`config.mk`:
```
export PLATFORM = sky130hd
export DESIGN_NAME = shift_rotate_seq
export DESIGN_NICKNAME = d
export VERILOG_FILES = /design/src/rtl/shift_pkg.sv /design/src/rtl/shift_step.sv /design/src/rtl/shift_rotate_seq.sv
export SDC_FILE = /design/constraint.sdc
export NUM_CORES = 1
export LEC_CHECK = 0
export BUFFER_PORTS_ARGS = -buffer_cell sky130_fd_sc_hd__buf_2
export CAP_MARGIN = 5
export CORE_MARGIN = 4
export CORE_UTILIZATION = 55
export CTS_CLUSTER_SIZE = 10
export DETAILED_ROUTE_END_ITERATION = 12
export PLACE_DENSITY = 0.82
export SYNTH_ARGS = -nofsm -noshare
export SYNTH_HDL_FRONTEND = slang
export SYNTH_SLANG_ARGS = --single-unit
```
`constraint.sdc`:
```
create_clock -name clock -period 4.23 [get_ports clock]
set_clock_uncertainty 0.1 [all_clocks]
set_input_delay 0 -clock clock [delete_from_list [all_inputs] [get_ports clock]]
set_output_delay 0 -clock clock [all_outputs]
set_load 0.005 [all_outputs]
```
`src/rtl/shift_pkg.sv`:
```
// Shared op encodings, FSM states and count-width helper for the sequential shifter.
package shift_pkg;

  localparam logic [2:0] OP_SHR  = 3'b000;
  localparam logic [2:0] OP_SHRA = 3'b001;
  localparam logic [2:0] OP_SHL  = 3'b010;
  localparam logic [2:0] OP_ROR  = 3'b011;
  localparam logic [2:0] OP_ROL  = 3'b100;

  typedef enum logic [1:0] {
    IDLE  = 2'd0,
    SHIFT = 2'd1,
    DONE  = 2'd2
  } state_t;

  // Count must hold the value WIDTH itself (full shift-out), hence the extra bit.
  function automatic int cnt_width(input int width);
    return $clog2(width) + 1;
  endfunction

  localparam int DEF_WIDTH = 32;
  localparam int CNT_W     = cnt_width(DEF_WIDTH);

endpackage

```
`src/rtl/shift_step.sv`:
```
// One combinational shift/rotate step of 0..STEP bit positions; no state.
module shift_step
  import shift_pkg::*;
#(
  parameter int WIDTH = 32,
  parameter int STEP  = 1,
  parameter int KW    = $clog2(STEP) + 1
) (
  input  logic [WIDTH-1:0] value,
  input  logic [2:0]       op,
  input  logic [KW-1:0]    k,
  output logic [WIDTH-1:0] shifted
);

  always_comb begin
    shifted = value;
    case (op)
      OP_SHR:  shifted = value >> k;
      OP_SHRA: shifted = $signed(value) >>> k;
      OP_SHL:  shifted = value << k;
      // k is always below WIDTH for rotates, so the wrap term is well-defined.
      OP_ROR:  shifted = (value >> k) | (value << (WIDTH - int'(k)));
      OP_ROL:  shifted = (value << k) | (value >> (WIDTH - int'(k)));
      default: shifted = value;
    endcase
  end

endmodule

```
`src/rtl/shift_rotate_seq.sv`:
```
// Multi-cycle shifter/rotator moving up to STEP bits per cycle.
// done arrives ceil(count/STEP)+1 cycles after start; start is ignored while busy.
module shift_rotate_seq
  import shift_pkg::*;
#(
  parameter int WIDTH = 32,
  parameter int STEP  = 1
) (
  input  logic             clock,
  input  logic             clear,
  input  logic             start,
  input  logic [2:0]       op,
  input  logic [WIDTH-1:0] a,
  input  logic [WIDTH-1:0] amt,
  output logic [WIDTH-1:0] result,
  output logic             busy,
  output logic             done,
  output logic             err
);

  localparam int CW = cnt_width(WIDTH);
  localparam int LW = $clog2(WIDTH);
  localparam int KW = $clog2(STEP) + 1;

  state_t           r_state;
  state_t           w_next;
  logic [WIDTH-1:0] r_val;
  logic [WIDTH-1:0] r_result;
  logic [2:0]       r_op;
  logic [CW-1:0]    r_rem;
  logic             r_err;

  logic             w_legal;
  logic             w_accept;
  logic [CW-1:0]    w_count;
  logic [KW-1:0]    w_k;
  logic [CW-1:0]    w_rem_next;
  logic [WIDTH-1:0] w_step_val;

  assign w_legal  = (op <= OP_ROL);
  assign w_accept = start && (r_state != SHIFT);

  always_comb begin
    w_count = '0;
    if (!w_legal) begin
      w_count = '0;
    end else if (op == OP_ROR || op == OP_ROL) begin
      w_count = CW'(amt[LW-1:0]);
    end else if (amt >= WIDTH'(WIDTH)) begin
      w_count = CW'(WIDTH);
    end else begin
      w_count = amt[CW-1:0];
    end
  end

  assign w_k        = (r_rem >= CW'(STEP)) ? KW'(STEP) : KW'(r_rem);
  assign w_rem_next = r_rem - CW'(w_k);

  shift_step #(
    .WIDTH (WIDTH),
    .STEP  (STEP),
    .KW    (KW)
  ) u_step (
    .value   (r_val),
    .op      (r_op),
    .k       (w_k),
    .shifted (w_step_val)
  );

  always_comb begin
    w_next = r_state;
    case (r_state)
      IDLE, DONE: begin
        if (start) w_next = (w_count != '0) ? SHIFT : DONE;
        else       w_next = IDLE;
      end
      SHIFT:   if (w_rem_next == '0) w_next = DONE;
      default: w_next = IDLE;
    endcase
  end

  always_ff @(posedge clock or posedge clear) begin
    if (clear) begin
      r_state  <= IDLE;
      r_val    <= '0;
      r_result <= '0;
      r_op     <= '0;
      r_rem    <= '0;
      r_err    <= 1'b0;
    end else begin
      r_state <= w_next;
      if (w_accept) begin
        r_val <= a;
        r_op  <= op;
        r_rem <= w_count;
        r_err <= !w_legal;
        if (w_count == '0) r_result <= a;
      end else if (r_state == SHIFT) begin
        r_val <= w_step_val;
        r_rem <= w_rem_next;
        if (w_rem_next == '0) r_result <= w_step_val;
      end
    end
  end

  assign result = r_result;
  assign busy   = (r_state == SHIFT);
  assign done   = (r_state == DONE);
  assign err    = (r_state == DONE) && r_err;

endmodule

```
---- Word level (Yosys, flattened, before mapping) ----
Cells that the tools add are included.
word-level totals
  register bits after elaboration ......... 76
  latch bits .............................. 0
  RAM bits ................................ 0
  ROM bits ................................ 0
  output and inout port bits .............. 35
  word-level logic and storage cells ...... 59
  memories ................................ 0
operators by class
  add/subtract/negate cells ............... 2
  $mul .................................... 0
  div/mod/pow operators ................... 0
  magnitude comparators ................... 3
  equality and inequality tests ........... 11
  shift operators ......................... 5
  mux-type cells .......................... 17
  bitwise gates (word level) .............. 2
  reductions and logical operators ........ 13
operators with widths
  kind                                                                                   number
  32-bit 2-to-1 mux                                                                      6
  32-bit case mux with 5 select lines                                                    1
  32-bit bitwise OR                                                                      2
  32-bit by 6-bit greater-or-equal comparator with 1-bit output (second input constant)  1
  32-bit by 1-bit left shift with 32-bit output                                          1
  32-bit by 32-bit left shift with 32-bit output                                         1
  32-bit by 1-bit right shift with 32-bit output                                         1
  32-bit by 32-bit right shift with 32-bit output                                        1
  32-bit by 1-bit >>> shifter with 32-bit output                                         1
  6-bit 2-to-1 mux                                                                       5
  6-bit zero test                                                                        2
  3-bit by 2-bit equality test with 1-bit output (second input constant)                 3
  6-bit by 1-bit subtractor with 7-bit output (first input constant)                     1
  3-bit equality test (second input constant)                                            2
  6-bit by 1-bit greater-or-equal comparator with 1-bit output (second input constant)   1
  2-bit 2-to-1 mux                                                                       3
  2-bit by 1-bit != test with 1-bit output (second input constant)                       3
  6-bit nonzero test                                                                     1
  6-bit by 1-bit subtractor with 6-bit output                                            1
  2-bit case mux with 2 select lines                                                     1
  2-bit nonzero test                                                                     2
  3-bit by 1-bit equality test with 1-bit output (second input constant)                 1
  3-bit <= comparator (second input constant)                                            1
  3-bit zero test                                                                        1
  other kinds (9)                                                                        10

---- Logic depth before layout (Yosys ltp) ----
Gate-level depths: netlist of run 1.
  word-level depth ........................ 9
  gate-level depth with buffers ........... 12
  mapped depth without buffers ............ 9

---- Modules after synthesis ----
A second synthesis of run 1 with hierarchy kept.
second synthesis, totals
  cell total of the unflattened synthesis .. 554
  area, all modules ....................... 4845.9 um2
modules (own cells, without submodules)
  module            instances  cells each  area each (um2)
  shift_rotate_seq  1          399         3920.0
  shift_step        1          155         925.9

---- Least setup slack after synthesis of run 1 ----
No wires, ideal clock.
  path kind ............................... flip-flop to flip-flop
  start point ............................. register r_rem[2]
  end point ............................... register r_result[31], in the netlist result[31]
  setup time .............................. 125 ps
  arrival ................................. 2559 ps
  data required time ...................... 4005 ps
  setup slack ............................. 1446 ps
  cell stages (with the launch flop) ...... 12
  buffers on the path ..................... 2
  period minus slack after synthesis ...... 2784 ps
  cell sequence ........................... dfrtp_1 -> clkbuf_1 -> or4_1 -> nor3_2 -> nor2_1 -> ha_1 -> nor2b_1 -> o2111ai_1 -> o2bb2ai_1 -> o221a_1 -> buf_6 -> mux2_4
on the way
  word-level cells in the longest chain between the ends .. 9
  elaborated cells between the ends (all ways) .. 18
ends and longest elaborated chain
  element                                                                                                            RTL line                            RTL
  start, declared                                                                                                    shift_rotate_seq.sv:30              logic [CW-1:0] r_rem;
  start signal, assigned                                                                                             shift_rotate_seq.sv:95              r_rem <= w_count;
  start signal, assigned                                                                                             shift_rotate_seq.sv:100             r_rem <= w_rem_next;
  6-bit by 1-bit greater-or-equal comparator with 1-bit output                                                       shift_rotate_seq.sv:56              assign w_k = (r_rem >= CW'(STEP)) ? KW'(STEP) : KW'(r_rem);
  1-bit 2-to-1 mux                                                                                                   shift_rotate_seq.sv:56
  6-bit by 1-bit subtractor with 7-bit output                                                                        shift_step.sv:22, shift_step.sv:23
  32-bit by 32-bit right shift with 32-bit output or 32-bit by 32-bit left shift with 32-bit output (tied branches)  shift_step.sv:23, shift_step.sv:22
  32-bit bitwise OR, on equally long branches                                                                        shift_step.sv:23, shift_step.sv:22
  32-bit case mux with 5 select lines                                                                                shift_step.sv:17                    case (op)
  32-bit 2-to-1 mux                                                                                                  shift_rotate_seq.sv:101             if (w_rem_next == '0) r_result <= w_step_val;
  32-bit 2-to-1 mux                                                                                                  shift_rotate_seq.sv:98              end else if (r_state == SHIFT) begin
  32-bit 2-to-1 mux                                                                                                  shift_rotate_seq.sv:92              if (w_accept) begin
  end signal, assigned                                                                                               shift_rotate_seq.sv:101
  end, declared                                                                                                      shift_rotate_seq.sv:28              logic [WIDTH-1:0] r_result;
Several ways; a longest one is shown, not always the timed one. The select of a mux whose other input is x is not followed.
A chain may end at the register's enable or synchronous reset.

---- Worst setup path in the final report of run 1 ----
  start point ............................. register r_rem[0]
  end point ............................... register r_result[6], in the netlist result[6]
The elaborated chain is that of the path after synthesis.

==> results of run 1 <==
final cells by class:
| type | count | area [um2] | share of cell area |
|---|---|---|---|
| Tap cell | 99 | 124 | 0.0232 |
| Sequential cell | 76 | 1900 | 0.356 |
| Timing Repair Buffer | 152 | 988 | 0.185 |
| Inverter | 35 | 131 | 0.0246 |
| Clock buffer | 11 | 141 | 0.0265 |
| Multi-Input combinational cell | 309 | 1980 | 0.371 |
| Clock inverter | 4 | 73.8 | 0.0138 |
logic make-up (layout without fill, tap and decap cells):
family	count (synthesis)	count (layout)
compound gates	132	132
buf+inv	74	202
flops	76	76
simple gates	137	137
mux	36	36
fa+ha+maj	2	2
xor+xnor	2	2
how the worst min path moves through the flow:
stage,start,to,slack (ps),depth (start not counted)
after floorplan,amt[4],r_rem[4],20,1
after global placement,clear,r_val[10],80,2
after detailed placement,clear,r_val[9],100,2
after CTS,a[6],r_val[6],0.9,3
after global routing,a[6],r_val[6],20,3
final,a[18],r_val[18],-0.6,3
per-layer routing:
metal,wire length [um],track usage,part of all wire
met1,4670,0.341,0.43
met2,5270,0.407,0.48
met3,789,0.0481,0.072
met4,212,0.0948,0.019
met5,0,0,0
registers in the layout (all words and copies together) (netlist names):
register  cells
r_op          3
result       32
r_val        32
r_state       2
r_err         1
r_rem         6
cells in the final DEF, fill, tap and decap left out, types with 10 or more instances in the layout:
cell,instances
buf_2,104
dfrtp_1,76
o21ai_0,64
nor3_1,60
nand2_1,41
dlygate4sd3_1,38
inv_1,33
o221ai_1,30
mux2i_1,30
o21ai_1,10
clkbuf_8,10
report_power, final:
group | internal [W] | switching, W | leakage [nW]
clock | 0.000346 | 0.000266 | 0.109
combinational | 0.000978 | 0.00129 | 1.35
sequential | 0.00111 | 0.000334 | 0.871
total | 0.00244 | 0.00189 | 2.33
metrics by stage:
stage / std cells / utilization / total power (W)
after detailed placement: 633 / 0.644 / 0.00368
after CTS: 686 / 0.725 / 0.00432
after global placement: 633 / 0.644 / 0.00359
after floorplan: 459 / - / 0.00311
after global routing: 686 / 0.725 / 0.00471
final: 686 / 0.725 / 0.00433
worst min-delay path, cell delays in order:
cell and delay (ps):
buf_2 80, o221ai_1 170, o21ai_1 160
==> parameters.txt, run 1 <==
Parameter                              Value

Place
  Placed cell area ... approximately 4700 um2
  Pre-CTS setup slack ... 939 ps
  Number of buffers inserted by port buffering ... 104
  RD Place Congestion ... 0.907
  HPWL reported at the end of detailed placement ... 7.12 mm

Global route
  Via count of the first global-routing pass ... between 3,000 and 4,000
  Initial antenna violation count ... 0
  Overflow left after global routing ... 0
  Maximum number of pins on one net before global-route repair ... 40
  Wire length of the first global-routing pass ... 18.2 mm
  All-layer global routing usage ... 0.254

Clocking
  Resized Gates After CTS ... 0
  TritonCTS clock tree ... yes
  Clock Sink Count ... 76
  Post-CTS Hold Buffers ... 38
  Clock root buffer ... clkbuf_8
  Count of H-tree levels built during CTS ... 3
  Maximum root-to-sink buffer count ... 2
  CTS clk-pin slew, worst paths ... 80 ps
  Clock insertion delay at the later pin of the skew report ... 360 ps
  Post-CTS setup repair buffer count ... 0
  Total clock buffers created by CTS ... 9

Logic synthesis
  Top cell type by total area after synthesis ... dfrtp_1
  Share of flip-flops with an asynchronous set or reset ... 1.00
  Fraction of the yosys area taken by sequential cells ... 0.451
  Netlist area before placement ... 4220 um2
  Area share of the leading cell type in the synthesized netlist ... 0.451
  Mean Syn Cell Area ... approximately 9.2 um2
  Number of synthesized flops with an enable pin ... 0
  Number of warning messages in the yosys log ... 0
  Share of synthesized area spent on multiplexers ... 0.0889
  Synth unique cells ... ~50
  Instance count of the mapped netlist ... roughly 460
  Dominant combinational cell family by area after synthesis ... compound AO/OA/AOI/OAI gates
  Post-synth net total ... 530
  Dominant cell by count in the synthesized netlist ... dfrtp_1
  Top cell types by occurrence after synthesis ... dfrtp_1 (76), o21ai_0 (64), nor3_1 (60)
  Post-synthesis compound-gate area fraction ... 0.200
  Top_reg_cell synth ... dfrtp_1
  Flip-flop and latch count after synthesis ... 76
  Dominant cells by area after synthesis ... dfrtp_1 (45%), o21ai_0 (7.6%), mux2i_1 (7.1%)
  Area share of fa/ha/maj cells after synthesis ... 0.00534
  Simple-Gate Fraction of Synth Area ... 0.166
  XOR/XNOR Fraction of Synth Area ... 0.00415

Timing
  Hold Fails Final Rpt ... 1
  Worst Tran Pin Value ... 792 ps
  Post-layout min period ... between 3000 and 4000 ps
  Part of the cycle the worst path needs ... 0.791
  Setup repair after global routing missed its margin ... no
  Fmax ... 299 MHz
  Worst setup slack after layout ... 885 ps
  Final-report max-slew violation count ... 0
  Aggregate negative setup slack ... 0 ps
  Min Hold Slack ... -0.557 ps
  Setup-violating endpoint count in the final report ... 0
  Max transition margin ... 0.471

Finish
  Diode insertion count for antenna repair ... 0
  Number of filler instances in the final layout ... 564
  Post-layout net count ... between 600 and 700
  Share of post-route cells with drive strength above 1 ... 0.256
  Area growth from synthesis to layout ... 26.6%
  Fin area ... between 5000 and 6000 um2

Floorplan
  Die footprint ... 9140 um2
  Std-Cell Rows ... 31
  Top-level I/O count ... 105
  Chip height ... approximately 96 um
  Starting density of the core ... 0.573
  Core Region ... 7370 um2
  DIE WIDTH ... 95.6 um

Outcome
  Status ... finished with violations
  Violations in the final reports ... negative hold slack

Routing
  Vias ... 4,016
  Number of detailed-routing iterations run before antenna repair ... 5
  Routed vias/inst ... 5.85
  Number of nets still failing antenna checks after routing ... 0
  Post-Route WL ... 10.9 mm
  Total DRC errors in the routed layout ... 0
  Violation count after the first detailed-route iteration ... approximately 330
  Mean routed wirelength per cell ... 15.9 um

Worst setup path
  Reg-to-reg setup timing slack ... 890 ps
  Worst setup path class ... flop to flop
  Capturing instance or port of the critical path ... result[6]
  Type of destination of the critical path ... flop
  Critical path's largest stage delay ... 610 ps
  Depth of the worst register-to-register path ... 10
  Capturing point of the worst reg2reg path ... result[6]
  Critical path arrival ... between 3000 and 4000 ps
  Cell at the slowest stage of the critical path ... or4_1
  Startpoint of the worst register-to-register path ... r_rem[0]
  Required arrival time at the worst endpoint ... 4390 ps
  Cell family with most CP delay ... simple AND/OR/NAND/NOR gates
  CP Launch Type ... flop
  Levels on crit path ... 10
  Crit path buf inv count ... 1
  Start point of the critical path ... r_rem[0]
  Series of cell instances along the critical path ... or4_1 -> nor3_2 -> nor2_1 -> ha_1 -> nor2b_1 -> o2111ai_1 -> o2bb2ai_1 -> o221a_2 -> buf_12 -> mux2i_1
  Max FO, Critical Path ... 21

Pwr
  Leakage power summed over all cells ... 2.33 nW
  Power density over the cells ... 811 nW/um2
  Peak supply drop ... 0.000336 V

Run
  Max_cap viols ... 0

Hold path
  Hold Crit Class ... input port to flop
No activity file was read; power rests on OpenSTA's default activity.
==> inputs of run 2 (changes only) <==
--- a/config.mk
+++ b/config.mk
@@ -8,10 +8,10 @@
 export BUFFER_PORTS_ARGS = -buffer_cell sky130_fd_sc_hd__buf_2
 export CAP_MARGIN = 5
 export CORE_MARGIN = 4
-export CORE_UTILIZATION = 55
+export CORE_UTILIZATION = 54
 export CTS_CLUSTER_SIZE = 10
 export DETAILED_ROUTE_END_ITERATION = 12
-export PLACE_DENSITY = 0.82
+export PLACE_DENSITY = 0.81
 export SYNTH_ARGS = -nofsm -noshare
 export SYNTH_HDL_FRONTEND = slang
 export SYNTH_SLANG_ARGS = --single-unit
==> constraint.sdc (replaced) <==
create_clock -name clock -period 3.09 [get_ports clock]
set_clock_uncertainty 0.1 [all_clocks]
set_input_delay 0 -clock clock [delete_from_list [all_inputs] [get_ports clock]]
set_output_delay 0 -clock clock [all_outputs]
set_load 0.005 [all_outputs]
==> run 2 against run 1 <==
The run now ends clean. Cell area grew 3.0%. First-iteration DRC count decreased by 18%. Fmax rose by 9.3%. Largest power group unchanged.
==> parameters.txt, run 2 (same netlist as run 1, synthesis figures left out) <==
Parameter                              Value

Outcome
  Status ... complete, no violations

Timing
  Final-report max-slew violation count ... 0
  Fmax ... roughly 330 MHz
  Worst Tran Pin Value ... 815 ps
  Hold Fails Final Rpt ... 0
  Aggregate negative setup slack ... 0 ps
  Post-layout min period ... a little over 3000 ps
  Max transition margin ... 0.456
  Worst setup slack after layout ... 30.1 ps
  Part of the cycle the worst path needs ... 0.990
  Setup-violating endpoint count in the final report ... 0

Global route
  Wire length of the first global-routing pass ... between 15 and 20 mm
  Via count of the first global-routing pass ... 4,052
  Initial antenna violation count ... 0
  Overflow left after global routing ... 0
  All-layer global routing usage ... 0.256
  Maximum number of pins on one net before global-route repair ... 41

Pwr
  Portion of total power attributed to combinational logic ... 0.551
  Switch Pwr ... around 0.0027 W
  Peak supply drop ... around 0.00057 V
  Power density over the cells ... between 1000 and 1500 nW/um2
  Clock network fraction of design power ... 0.119
  Sequential fraction of design power ... 0.330
  Leakage power summed over all cells ... 2.40 nW
  Total internal power ... 0.00341 W
  Switching part of the total ... 0.446

Place
  Number of buffers inserted by port buffering ... 104
  Placed cell area ... 4800 um2
  Pre-CTS setup slack ... 3.01 ps
  HPWL reported at the end of detailed placement ... around 7.7 mm
  Placed instance count ... 638
  RD Place Congestion ... 0.941

Worst setup path
  Max FO, Critical Path ... 8
  Start point of the critical path ... r_rem[0]
  Required arrival time at the worst endpoint ... 3250 ps
  Reg-to-reg setup timing slack ... 30 ps
  Capturing instance or port of the critical path ... result[23]
  Capturing point of the worst reg2reg path ... result[23]
  Type of destination of the critical path ... flop
  Critical path arrival ... 3220 ps
  CP Launch Type ... flop
  Worst setup path class ... flop to flop
  Depth of the worst register-to-register path ... 10
  Startpoint of the worst register-to-register path ... r_rem[0]

Floorplan
  Die footprint ... 9290 um2
  Chip height ... 96.4 um
  Starting density of the core ... 0.570
  Std-Cell Rows ... 31
  DIE WIDTH ... 96.4 um
  Top-level I/O count ... 105
  Core Region ... 7410 um2

Routing
  Vias ... 4,139
  Mean routed wirelength per cell ... 17.2 um
  Number of detailed-routing iterations run before antenna repair ... 5
  Routed vias/inst ... 5.93
  Violation count after the first detailed-route iteration ... ~270
  Number of nets still failing antenna checks after routing ... 0
  Total DRC errors in the routed layout ... 0
  Post-Route WL ... 12.0 mm

Finish
  Post-layout net count ... approximately 670
  Most common cell after layout, fill and taps aside ... buf_2
  Storage element area ... 1900 um2
  Total area of multi-input combinational cells ... 2020 um2
  Layout Cells excl Fill ... 698
  Number of filler instances in the final layout ... between 500 and 600
  Final core occ ... 0.743
  Share of post-route cells with drive strength above 1 ... 0.279
  Fin area ... 5500 um2
  Top library cells by usage in the layout, fill and taps aside ... buf_2 (104), dfrtp_1 (75), o21ai_0 (64)
  Area growth from synthesis to layout ... 30.4%
  Diode insertion count for antenna repair ... 0

Run
  Max_cap viols ... 0

Clocking
  Clock insertion delay at the later pin of the skew report ... 350 ps
  Total clock buffers created by CTS ... 9
  CTS clk-pin slew, worst paths ... 70 ps
  Maximum root-to-sink buffer count ... 2
  Count of H-tree levels built during CTS ... 3
  TritonCTS clock tree ... yes
  Clock Sink Count ... 76
  Clock root buffer ... clkbuf_8

Hold path
  Hold Crit Class ... input port to flop
run 2: power groups by stage:
stage                     Sequential (W)  Clock (W)  Combinational (W)
final                            0.00203   0.000732            0.00339
after global routing             0.00210   0.000786            0.00377
after CTS                        0.00201   0.000739            0.00316
after detailed placement         0.00202          0            0.00311
after global placement           0.00200          0            0.00299
after floorplan                  0.00187          0            0.00239
run 2: final cells by class:
class                           instances  area share
Tap cell                               99      0.0225
Clock buffer                           11      0.0239
Sequential cell                        76       0.346
Timing Repair Buffer                  163       0.206
Clock inverter                          5     0.00955
Multi-Input combinational cell        309       0.368
Inverter                               35      0.0239
run 2: per-stage QoR:
stage / hold WS, ps / total power (W)
after floorplan: 16.3 / 0.00426
after global placement: 94.9 / 0.00498
after detailed placement: 105 / 0.00513
after CTS: 5.16 / 0.00591
after global routing: 29.2 / 0.00666
final: 3.66 / 0.00615
run 2: worst max-delay path, cell delays in order, from the launching register on:
cell	delay [ps]
dfrtp_2	430
or4_4	580
nor3_4	230
nor2_1	90
ha_1	290
nor2b_2	140
o2111ai_2	170
o2bb2ai_2	170
o221a_4	340
clkbuf_16	220
mux2i_1	210
run 2: worst min-delay path by stage:
| stage | to | slack [ps] | from | cells after the start |
|---|---|---|---|---|
| after floorplan | r_rem[4] | 20 | amt[4] | 1 |
| final | r_val[1] | 4 | a[1] | 3 |
| after detailed placement | r_val[11] | 110 | clear | 2 |
| after global placement | r_val[11] | 90 | clear | 2 |
| after global routing | r_val[1] | 30 | a[1] | 3 |
| after CTS | r_val[25] | 5 | a[25] | 3 |
run 2: routing by layer:
layer	vias up	routed length, um	GRT usage
li1	1948	-	-
met1	1939	5030	0.342
met2	233	5850	0.426
met3	19	962	0.0480
met4	0	138	0.0748
met5	-	0	0
run 2: timing repair:
item	in CTS	in global routing
resized for setup	1	7
hold endpoints to repair	100	0
hold buffers	38	0
buffers inserted	0	3
endpoints found under the setup margin	5	31
cloned	0	3
pin swaps	0	2
==> inputs of run 3 (changes only) <==
--- a/config.mk
+++ b/config.mk
@@ -8,10 +8,11 @@
 export BUFFER_PORTS_ARGS = -buffer_cell sky130_fd_sc_hd__buf_2
 export CAP_MARGIN = 5
 export CORE_MARGIN = 4
-export CORE_UTILIZATION = 54
+export CORE_UTILIZATION = 55
 export CTS_CLUSTER_SIZE = 10
 export DETAILED_ROUTE_END_ITERATION = 12
 export PLACE_DENSITY = 0.81
 export SYNTH_ARGS = -nofsm -noshare
 export SYNTH_HDL_FRONTEND = slang
+export SYNTH_HIERARCHICAL = 1
 export SYNTH_SLANG_ARGS = --single-unit
==> run 3 against run 2 <==
Sequential power about the same. First-iteration DRC count up 67%. Hold slack better by 160 ps. Fmax up 4.5%. Global-route usage up 0.72 points. Total power up 18%. Register-to-register slack better by 130 ps. Highest routed layer unchanged.
==> parameters.txt, run 3 <==
Parameter                              Value

Outcome
  Status ... complete, no violations

Finish
  Layout Cells excl Fill ... 788
  Post-layout net count ... between 700 and 800
  Diode insertion count for antenna repair ... 0
  Top library cells by usage in the layout, fill and taps aside ... nand2_1 (145), buf_2 (104), dfrtp_1 (76)
  Most common cell after layout, fill and taps aside ... nand2_1
  Area growth from synthesis to layout ... 23.7%
  Share of post-route cells with drive strength above 1 ... 0.266

Worst setup path
  Startpoint of the worst register-to-register path ... r_rem[2]
  Crit path buf inv count ... 1
  Critical path's largest stage delay ... 470 ps
  Critical path arrival ... just over 3000 ps
  CP Launch Type ... flop
  Reg-to-reg setup timing slack ... 160 ps
  Start point of the critical path ... r_rem[2]
  Cell at the slowest stage of the critical path ... dfrtp_1
  Cell family with most CP delay ... compound AO/OA/AOI/OAI gates
  Worst setup path class ... flop to flop
  Required arrival time at the worst endpoint ... 3240 ps
  Series of cell instances along the critical path ... nor2_2 -> a31oi_1 -> ha_1 -> xor2_1 -> nor3_1 -> o2111ai_1 -> a221oi_4 -> buf_12 -> mux2_2
  Max FO, Critical Path ... 32
  Type of destination of the critical path ... flop

Pwr
  Clock network fraction of design power ... 0.109
  Power density over the cells ... about 1200 nW/um2
  Total power ... between 0.007 and 0.008 W
  Sequential fraction of design power ... 0.276
  Peak supply drop ... 0.000544 V
  Switch Pwr ... 0.00325 W
  Total internal power ... ~0.004 W
  Portion of total power attributed to combinational logic ... 0.614
  Switching part of the total ... 0.448
  Leakage power summed over all cells ... 2.91 nW

Clocking
  TritonCTS clock tree ... yes
  Clock root buffer ... clkbuf_8
  Clock Sink Count ... 76
  Post-CTS setup repair buffer count ... 0
  Clock insertion delay at the later pin of the skew report ... 360 ps
  CTS clk-pin slew, worst paths ... 90 ps
  Total clock buffers created by CTS ... 9
  Maximum root-to-sink buffer count ... 2
  Count of H-tree levels built during CTS ... 3

Global route
  Overflow left after global routing ... 0
  Initial antenna violation count ... 0
  Via count of the first global-routing pass ... 4,547
  All-layer global routing usage ... 0.263
  Wire length of the first global-routing pass ... around 22 mm
  Maximum number of pins on one net before global-route repair ... 66

Floorplan
  Starting density of the core ... 0.578
  Chip height ... 102 um
  Top-level I/O count ... 105
  DIE WIDTH ... 102 um
  Core Region ... roughly 8400 um2
  Die footprint ... 10,400 um2
  Std-Cell Rows ... 33

Logic synthesis
  Mean Syn Cell Area ... slightly below 9 um2
  Number of warning messages in the yosys log ... 6
  Post-synth net total ... roughly 630
  Netlist area before placement ... 4850 um2
  Share of flip-flops with an asynchronous set or reset ... 1.00
  Dominant cell by count in the synthesized netlist ... nand2_1
  Synth unique cells ... 50
  Dominant cells by area after synthesis ... dfrtp_1 (39%), nand2_1 (11%), mux2_4 (9.3%)
  Top cell type by total area after synthesis ... dfrtp_1
  Top_reg_cell synth ... dfrtp_1
  Top cell types by occurrence after synthesis ... nand2_1 (145), dfrtp_1 (76), o21ai_0 (61)
  Fraction of the yosys area taken by sequential cells ... 0.392
  Flip-flop and latch count after synthesis ... 76
  Instance count of the mapped netlist ... 554
  Area share of the leading cell type in the synthesized netlist ... 0.392
  Number of synthesized flops with an enable pin ... 0

Routing
  Total DRC errors in the routed layout ... 0
  Number of nets still failing antenna checks after routing ... 0
  Vias ... 4,734
  Mean routed wirelength per cell ... about 17 um
  Routed vias/inst ... about 6.0
  Violation count after the first detailed-route iteration ... around 450
  Number of detailed-routing iterations run before antenna repair ... 5
  Post-Route WL ... about 13 mm

Timing
  Aggregate negative setup slack ... 0 ps
  Setup repair after global routing missed its margin ... no
  Setup-violating endpoint count in the final report ... 0
  Final-report max-slew violation count ... 0
  Min Hold Slack ... approximately 160 ps
  Worst setup slack after layout ... 162 ps
  Max transition margin ... 0.344
  Hold Fails Final Rpt ... 0
  Part of the cycle the worst path needs ... 0.948
  Post-layout min period ... 2930 ps
  Fmax ... 342 MHz
  Worst Tran Pin Value ... approximately 980 ps

Place
  Number of buffers inserted by port buffering ... 104
  Placed instance count ... 731
  RD Place Congestion ... 0.869
  HPWL reported at the end of detailed placement ... 8.50 mm
  Pre-CTS setup slack ... 194 ps

Run
  Max_cap viols ... 0

Hold path
  Hold Startpoint ... start
  Hold Crit Class ... input port to flop
-- run 3: cell count changes after synthesis, moves of 5 or more --
cell      change
buf_2         +6
nor3b_1       +6
a21oi_1      +20
nor3_1       -56
o221ai_1     -30
inv_1        -29
or3_1         +5
nand3_1      +29
mux2_4       +28
o21ai_1      -11
a31oi_1      +23
nand2_1     +104
clkbuf_1      -7
-- run 3: power by group through the flow --
stage	Clock (W)	Sequential [W]	Combinational (W)
after floorplan	0	0.00189	0.00349
after global placement	0	0.00197	0.00414
after detailed placement	0	0.00200	0.00434
after CTS	0.000806	0.00199	0.00440
after global routing	0.000842	0.00207	0.00492
final	0.000792	0.00201	0.00446
-- run 3: worst paths after layout --
kind	end	depth (start not counted)
setup / recovery	result[31]	9
hold / removal	r_val[9]	3
setup reg to reg	result[31]	9
hold reg to reg	r_err	2
max in group asynchronous	result[4]	4
min in group asynchronous	result[20]	3
-- run 3: routing by layer --
layer	GRT usage	vias up	share of wire
met5	0	-	0
li1	-	2207	-
met2	0.442	246	0.49
met3	0.0485	36	0.072
met4	0.106	0	0.030
met1	0.338	2245	0.41
-- run 3: repair_timing --
item                                   CTS  global route
endpoints found under the hold margin  108             0
hold buffers                            41             0
resized for setup                        0             1
setup endpoints to repair                0             2
-- run 3: per-stage QoR --
step	area, um2	util
after floorplan	4850	-
after CTS	5990	0.715
after global routing	5990	0.715
after detailed placement	5380	0.642
after global placement	5380	0.642
final	5990	0.715
-- run 3: area by class of cell --
| class | instances | area, um2 |
|---|---|---|
| Sequential cell | 76 | 1900 |
| Inverter | 6 | 22.5 |
| Fill cell | 620 | 2390 |
| Timing Repair Buffer | 158 | 1050 |
| Clock inverter | 6 | 63.8 |
| Tap cell | 105 | 131 |
| Multi-Input combinational cell | 427 | 2680 |
| Clock buffer | 10 | 138 |
-- run 3: logic make-up after synthesis --
| group | share of synthesized area |
|---|---|
| AND/OR/NAND/NOR | 0.201 |
| AO/OA/AOI/OAI | 0.178 |
| flip-flops | 0.392 |
| multiplexers | 0.168 |
| buffers and inverters | 0.0542 |
| XOR/XNOR | 0.00362 |
| adder cells (fa/ha/maj) | 0.00258 |
-- run 3: worst reg2reg max path, cell delays in order (launching register included) --
cell and delay [ps]:
dfrtp_1 470, nor2_2 220, a31oi_1 150, ha_1 240, xor2_1 160, nor3_1 170, o2111ai_1 290, a221oi_4 350
buf_12 300, mux2_2 370
